--- src/rtl/regfile_pkg.sv ---
// rtl/regfile_pkg.sv - shared defaults and address qualification for the register file
//
// Purpose: default geometry for the register bank plus the address legality
// check used for both write qualification and read range/zero masking.
// Ports: none (package).

package regfile_pkg;

  localparam int REGFILE_WIDTH = 32;
  localparam int REGFILE_DEPTH = 32;

  // An address is usable when it names a real entry and is not the
  // hardwired-zero entry.
  function automatic logic addr_legal(input int unsigned addr,
                                      input int unsigned depth,
                                      input logic        zero_reg);
    return (addr < depth) && !(zero_reg && (addr == 0));
  endfunction

endpackage

--- src/rtl/regfile_read_port.sv ---
// rtl/regfile_read_port.sv - one read port: range check, zero masking, bypass, optional output register
//
// Purpose: selects the read source for one port of the register file and
// optionally registers it.
// Ports:
//   clk, reset_n  clock and asynchronous active-low reset (output register only)
//   clr           synchronous clear, zeroes the output register when REG_OUT=1
//   wr_ok         the write this cycle is legal and will be committed
//   wr_addr/data  write port, used as the bypass source
//   mem           current storage contents
//   rd_addr       read address
//   rd_data       read data (latency 0 or 1 depending on REG_OUT)

module regfile_read_port
  import regfile_pkg::*;
#(
  parameter  int WIDTH    = REGFILE_WIDTH,
  parameter  int DEPTH    = REGFILE_DEPTH,
  parameter  int ZERO_REG = 1,
  parameter  int BYPASS   = 1,
  parameter  int REG_OUT  = 0,
  localparam int ADDR_W   = $clog2(DEPTH)
) (
  input  logic              clk,
  input  logic              reset_n,
  input  logic              clr,
  input  logic              wr_ok,
  input  logic [ADDR_W-1:0] wr_addr,
  input  logic [WIDTH-1:0]  wr_data,
  input  logic [WIDTH-1:0]  mem [DEPTH],
  input  logic [ADDR_W-1:0] rd_addr,
  output logic [WIDTH-1:0]  rd_data
);

  logic [WIDTH-1:0] rd_src;

  // Out-of-range and zero-entry reads yield 0 before bypass is considered,
  // so a discarded write can never leak through the bypass path.
  always_comb begin
    rd_src = '0;
    if (addr_legal(32'(rd_addr), DEPTH, ZERO_REG != 0)) begin
      if ((BYPASS != 0) && wr_ok && (rd_addr == wr_addr)) begin
        rd_src = wr_data;
      end else begin
        for (int i = 0; i < DEPTH; i++) begin
          if (rd_addr == ADDR_W'(i)) rd_src = mem[i];
        end
      end
    end
  end

  if (REG_OUT != 0) begin : g_reg
    logic [WIDTH-1:0] rd_data_q;
    logic [WIDTH-1:0] rd_data_d;

    always_comb begin
      rd_data_d = clr ? '0 : rd_src;
    end

    always_ff @(posedge clk or negedge reset_n) begin
      if (!reset_n) rd_data_q <= '0;
      else          rd_data_q <= rd_data_d;
    end

    assign rd_data = rd_data_q;
  end else begin : g_comb
    logic unused_sync;
    assign unused_sync = ^{clk, reset_n, clr};
    assign rd_data     = rd_src;
  end

endmodule

--- src/rtl/register_file.sv ---
// rtl/register_file.sv - parametrised register bank, one write port and two read ports
//
// Purpose: DEPTH x WIDTH flop storage with optional hardwired-zero entry,
// write-to-read bypass and registered read.
// Ports:
//   clk      rising-edge clock
//   reset_n  asynchronous active-low reset, zeroes all entries
//   clr      synchronous clear of all entries (wins over a write)
//   we       write enable; wr_addr / wr_data write address and data
//   ra_addr / ra_data  read port A
//   rb_addr / rb_data  read port B

module register_file
  import regfile_pkg::*;
#(
  parameter  int WIDTH    = REGFILE_WIDTH,
  parameter  int DEPTH    = REGFILE_DEPTH,
  parameter  int ZERO_REG = 1,
  parameter  int BYPASS   = 1,
  parameter  int REG_OUT  = 0,
  localparam int ADDR_W   = $clog2(DEPTH)
) (
  input  logic              clk,
  input  logic              reset_n,
  input  logic              clr,
  input  logic              we,
  input  logic [ADDR_W-1:0] wr_addr,
  input  logic [WIDTH-1:0]  wr_data,
  input  logic [ADDR_W-1:0] ra_addr,
  output logic [WIDTH-1:0]  ra_data,
  input  logic [ADDR_W-1:0] rb_addr,
  output logic [WIDTH-1:0]  rb_data
);

  logic [WIDTH-1:0] mem_q [DEPTH];
  logic [WIDTH-1:0] mem_d [DEPTH];
  logic             wr_ok;

  // wr_ok also qualifies the bypass in both read ports, so a write that is
  // dropped (clear, out of range, zero entry) is invisible everywhere.
  always_comb begin
    wr_ok = we && !clr && addr_legal(32'(wr_addr), DEPTH, ZERO_REG != 0);
    mem_d = mem_q;
    for (int i = 0; i < DEPTH; i++) begin
      if (clr) begin
        mem_d[i] = '0;
      end else if (wr_ok && (wr_addr == ADDR_W'(i))) begin
        mem_d[i] = wr_data;
      end
    end
  end

  always_ff @(posedge clk or negedge reset_n) begin
    if (!reset_n) begin
      for (int i = 0; i < DEPTH; i++) mem_q[i] <= '0;
    end else begin
      mem_q <= mem_d;
    end
  end

  regfile_read_port #(
    .WIDTH(WIDTH), .DEPTH(DEPTH), .ZERO_REG(ZERO_REG),
    .BYPASS(BYPASS), .REG_OUT(REG_OUT)
  ) u_port_a (
    .clk(clk), .reset_n(reset_n), .clr(clr), .wr_ok(wr_ok),
    .wr_addr(wr_addr), .wr_data(wr_data), .mem(mem_q),
    .rd_addr(ra_addr), .rd_data(ra_data)
  );

  regfile_read_port #(
    .WIDTH(WIDTH), .DEPTH(DEPTH), .ZERO_REG(ZERO_REG),
    .BYPASS(BYPASS), .REG_OUT(REG_OUT)
  ) u_port_b (
    .clk(clk), .reset_n(reset_n), .clr(clr), .wr_ok(wr_ok),
    .wr_addr(wr_addr), .wr_data(wr_data), .mem(mem_q),
    .rd_addr(rb_addr), .rd_data(rb_data)
  );

endmodule
--- config.mk ---
export PLATFORM = sky130hd
export DESIGN_NAME = register_file
export DESIGN_NICKNAME = d
export VERILOG_FILES = /design/src/rtl/regfile_pkg.sv /design/src/rtl/regfile_read_port.sv /design/src/rtl/register_file.sv
export SDC_FILE = /design/constraint.sdc
export NUM_CORES = 2
export LEC_CHECK = 0
export CAP_MARGIN = 20
export CELL_PAD_IN_SITES_DETAIL_PLACEMENT = 1
export CELL_PAD_IN_SITES_GLOBAL_PLACEMENT = 1
export CORE_AREA = 2 2 433 435
export DETAILED_ROUTE_END_ITERATION = 12
export DIE_AREA = 0 0 435 437
export PLACE_DENSITY_LB_ADDON = 0.1
export SYNTH_ARGS = -nofsm -noshare
export SYNTH_HDL_FRONTEND = slang
export SYNTH_SLANG_ARGS = --single-unit
--- constraint.sdc ---
create_clock -name clk -period 4.2 [get_ports clk]
set_input_delay 1.05 -clock clk [delete_from_list [all_inputs] [get_ports clk]]
set_output_delay 1.05 -clock clk [all_outputs]
set_load 0.01 [all_outputs]
After elaboration in Yosys (flattened, before gate mapping)
Cells that the tools add are included.

Input bits: 51. Bits in registers: 992. Output and inout port bits: 64. Logic and storage cells: 325.

Reduce and logical (&&, ||, !) cells: 71. Mux-type cells: 128. Eq/ne operators: 95.

Operators by type and width (number): $mux 32 (128); $eq 5x5->1 const B (48); $eq 5x4->1 const B (24); $reduce_bool 2->1 (31); $eq 5x3->1 const B (12); $logic_and 1x1->1 (35); $eq 5x2->1 const B (6); $eq 5x1->1 const B (3); $logic_not 5->1 (3); $eq 5x5->1 (2); $logic_not 1->1 (2).

Logic depth before layout (Yosys ltp)
Word-level depth: 34. Depth in mapped cells: 12. Gate-level depth less buffers: 7.

Modules after synthesis
A second synthesis with hierarchy kept.

Cell total of the unflattened synthesis: 6557. Area, all modules: 61041.0 µm².

By module, submodules not included: register_file (area an instance 44637.8 µm², cells each 4055, times used 1); regfile_read_port (area an instance 8201.6 µm², cells each 1251, times used 2).

Worst setup path after synthesis
OpenSTA, ideal clock, no wires.

Path kind: input to output. Start: input ra_addr[2]. End: output ra_data[30]. Data arrival time: 2982 ps. Path slack: 168 ps. Data required time: 3150 ps. Path buffers: 4. Cell stages on the path: 10. Cell sequence: buf_2 or3b_1 clkbuf_1 nor2_1 buf_2 buf_2 a22oi_1 o211ai_1 nor2_1 o41ai_1.

Word-level cells in the longest chain between the ends: 34.

RTL lines: start, declared (RTL line register_file.sv:29) `input logic [ADDR_W-1:0] ra_addr,`; $eq 5x1->1 (RTL line regfile_read_port.sv:46) `if (rd_addr == ADDR_W'(i)) rd_src = mem[i];`; $mux 32 (31 in a row) (RTL line regfile_read_port.sv:46); $mux 32 (RTL line regfile_read_port.sv:42) `if ((BYPASS != 0) && wr_ok && (rd_addr == wr_addr)) begin`; $mux 32 (*) (RTL line regfile_read_port.sv:41) `if (addr_legal(32'(rd_addr), DEPTH, ZERO_REG != 0)) begin`; end, declared (RTL line register_file.sv:30) `output logic [WIDTH-1:0] ra_data,`.

Every way passes the cells marked *; elsewhere a longest branch is shown, timed or not.

Final worst setup path
Start: input ra_addr[1]. End: output ra_data[11].

Same word-level chain as after synthesis.

==> results.py <==
metrics = {
    "status": {
        "status": "finished with violations",
        "violations": "setup timing",
    },
    "drt": {
        "vias_per_cell": 6.61,
        "wire_per_inst_um": 46.7,
        "num_vias": 71500,
        "drtPass1Iterations": 6,
        "drt-initial-drc-count": 10600,
        "ant_nets": 0,
        "wl_mm": 505,
        "post-route-drc-count": 0,
    },
    "grt": {
        "grt_pass1_vias": 69700,
        "grt_pass1_wl_mm": 659,
        "gr-total-overflow": 0,
        "grt_max_degree": 172,
        "grtUsageTotal": 0.515,
        "antenna_found_initial": 56,
    },
    "sta": {
        "tightestPinTransition_ns": 1.14,
        "relSlewSlack": 0.240,
        "finalMaxSlewViolations": 0,
        "period_share": 1.12,
        "setup_slack_ns": -0.513,
        "post-route-min-period_ns": 4.71,
        "fmax_mhz": 212,
        "finalSetupViolCount": 64,
        "clock_skew_ns": 0,
        "rsz0062_at_grt": "true",
        "hold_viol": 0,
        "hold_ws_ns": 0.258,
    },
    "cts": {
        "clock-sinks": 992,
        "cts-root-buf": "clkbuf_16",
        "cts_tree": "done",
        "numCtsBuffers": 130,
        "htreeDepth": 4,
        "clk_path_buf_depth": 3,
        "clk_pin_slew_ns": 0.07,
        "clkLatencyLatePin_ns": 0.86,
    },
    "synth": {
        "avgSynthCellArea_um2": 7.77,
        "synth-edff-count": 0,
        "yosys-top-cells-area": "dfrtp_1, nand2_1, a21oi_1, a22oi_1, clkbuf_1",
        "synth_top_area_cell": "dfrtp_1",
        "synth-warning-count": 0,
        "syn-num-nets": 7176,
        "synth-main-ff-cell": "dfrtp_1",
        "yosysUniqueCellTypes": 97,
        "yosysMostFrequentCell": "nand2_1",
        "synth_top_area_share": 0.448,
        "async_flop_share": 1.00,
        "syn_area_um2": 55400,
        "synth_seq_area_share": 0.448,
        "netlist_instances": 7125,
        "synth_seq_cells": 992,
        "synth_common_cells": "nand2_1, a21oi_1, dfrtp_1",
    },
    "floorplan": {
        "die_h_um": 437,
        "fp.dieW_um": 435,
        "ioPinCount": 115,
        "coreArea_um2": 185000,
        "start_util": 0.299,
        "rows": 158,
        "die_area_um2": 190000,
    },
    "cells_and_area": {
        "design_area_um2": 82600,
        "final_cell_count_no_fill": 10800,
        "regMostFlops": "mem_q",
        "syn_to_final_growth_pct": 49.3,
        "top_regs": "mem_q: 992 flops",
        "fin_nets": 8263,
        "final_layout_size_suffix_gt1_frac": 0.307,
        "register_area_um2": 24800,
        "multi_input_area_um2": 32200,
        "fillCellCount": 21300,
        "largest_reg_flops": 992,
    },
    "setup_path": {
        "path_max_fanout": 8,
        "cpMostUsedCell": "buf_12",
        "reg2reg_depth": 3,
        "worstSetupPathType": "input pin to output pin",
        "regToRegStartpoint": "mem_q[309]",
        "reg2reg_to": "mem_q[309]",
        "worstSetupStartpointType": "input pin",
        "critPathSlowestCell": "o211ai_1",
        "regToRegSetupSlack_ns": 2.98,
        "crit_arrival_ns": 3.66,
        "slowest_delay_ns": 0.43,
        "cp.required_ns": 3.15,
        "worstSetupEndpointType": "output pin",
        "cp_cell_sequence": "buf_12, buf_12, or3b_4, buf_6, nor2_4, buf_12, a22o_2, a221oi_4, nand4_1, a211oi_4, o211ai_1, buf_4, buf_6",
    },
    "place": {
        "dp_hpwl_mm": 356,
        "placed_area_um2": 69800,
        "gp_congestion": 1.07,
        "placedCellCount": 10300,
        "portBuffers": 114,
    },
    "power": {
        "p_int_mw": 17.5,
        "leakage_nw": 33.6,
        "p_clk_frac": 0.464,
        "vdd_drop_max_uv": 381,
        "power_switching_mw": 7.69,
        "switching_share": 0.305,
        "seq_power_share": 0.387,
        "power_density_nw_per_um2": 305,
        "p_comb_frac": 0.149,
    },
    "job": {
        "maxCapViolations": 0,
    },
    "worst_hold_path": {
        "hold_path.class": "input pin to async pin",
    },
}
[power by group through the flow]
stage | sequential [mW] | combinational [mW] | clock [mW]
final | 9.73 | 3.76 | 11.7
after detailed placement | 9.89 | 3.09 | 0
after global routing | 9.73 | 3.74 | 12.0
after floorplan | 9.84 | 0.972 | 0
after CTS | 9.73 | 3.47 | 11.7
after global placement | 9.89 | 3.08 | 0
[cells by family after synthesis]
family | share of synthesized area
XOR/XNOR | 0.00158
flip-flops | 0.448
buffers and inverters | 0.0536
AND/OR/NAND/NOR | 0.219
AO/OA/AOI/OAI | 0.266
multiplexers | 0.0118
[how the worst max path moves through the flow]
stage                    start          end  slack (ns)
detailed placement  ra_addr[3]   ra_data[0]       -2.12
CTS                 ra_addr[3]   ra_data[0]       -0.48
finish              ra_addr[1]  ra_data[11]       -0.51
floorplan           ra_addr[2]  ra_data[30]        0.17
global placement    ra_addr[3]  ra_data[29]       -2.21
global route        ra_addr[3]  ra_data[11]       -0.48
[routing by layer]
metal | track usage | share of wire | vias to the layer above
li1 | - | - | 27300
met3 | 0.145 | 0.11 | 1834
met2 | 0.737 | 0.41 | 5365
met5 | 0.00756 | 0.00066 | -
met1 | 0.633 | 0.37 | 36900
met4 | 0.451 | 0.11 | 22
[placed cells by master, fill, tap and decap left out, drive strengths merged, types with 19 or more instances in the layout]
cell type / count
a22oi: 480
a21oi: 1216
a211oi: 22
o21ai: 182
buf: 1642
clkinv: 26
nor3: 55
a31oi: 46
nor2: 299
mux2: 19
inv: 21
o211ai: 32
nand2b: 25
nand4: 75
a221oi: 88
diode: 29
nand3: 98
o221ai: 30
o22ai: 56
nand2: 2261
clkbuf: 182
nor2b: 28
a222oi: 20
dfrtp: 992
mux2i: 35
a22o: 51
and3: 21
a2111oi: 19
[worst max-delay path, delay by kind of cell]
kind | cells | cell delay [ns]
and+or+nand+nor | 3 | 0.83
buffers and inverters | 6 | 0.91
AOI/OAI and AO/OA | 4 | 0.85
[final cells by class]
type | count | area share
Clock buffer | 178 | 0.0441
Multi-Input combinational cell | 5407 | 0.389
Tap cell | 2480 | 0.0375
Antenna cell | 29 | 0.000878
Sequential cell | 992 | 0.300
Inverter | 16 | 0.000878
Timing Repair Buffer | 1665 | 0.219
Clock inverter | 43 | 0.00739
[per-stage QoR]
| step | setup slack [ns] | TNS (ns) | total power, mW | util |
|---|---|---|---|---|
| 6_report | -0.513 | -22.08 | 25.2 | 0.447 |
| 5_1_grt | -0.485 | -21.68 | 25.5 | 0.446 |
| 4_1_cts | -0.484 | -20.24 | 24.9 | 0.435 |
| 3_5_place_dp | -2.12 | -109.30 | 13.0 | 0.377 |
| 3_3_place_gp | -2.21 | -107.66 | 13.0 | 0.377 |
| 2_1_floorplan | 0.168 | 0 | 10.8 | - |
[timing repair]
item                                     CTS  global route
hold endpoints to repair                   0             0
pin swaps                                313           283
endpoints found under the setup margin    64            64
buffers inserted                         253            99
hold buffers                               0             0
cloned                                    11             2
resized for setup                       1179           335
(Power assumes the default switching activity.)
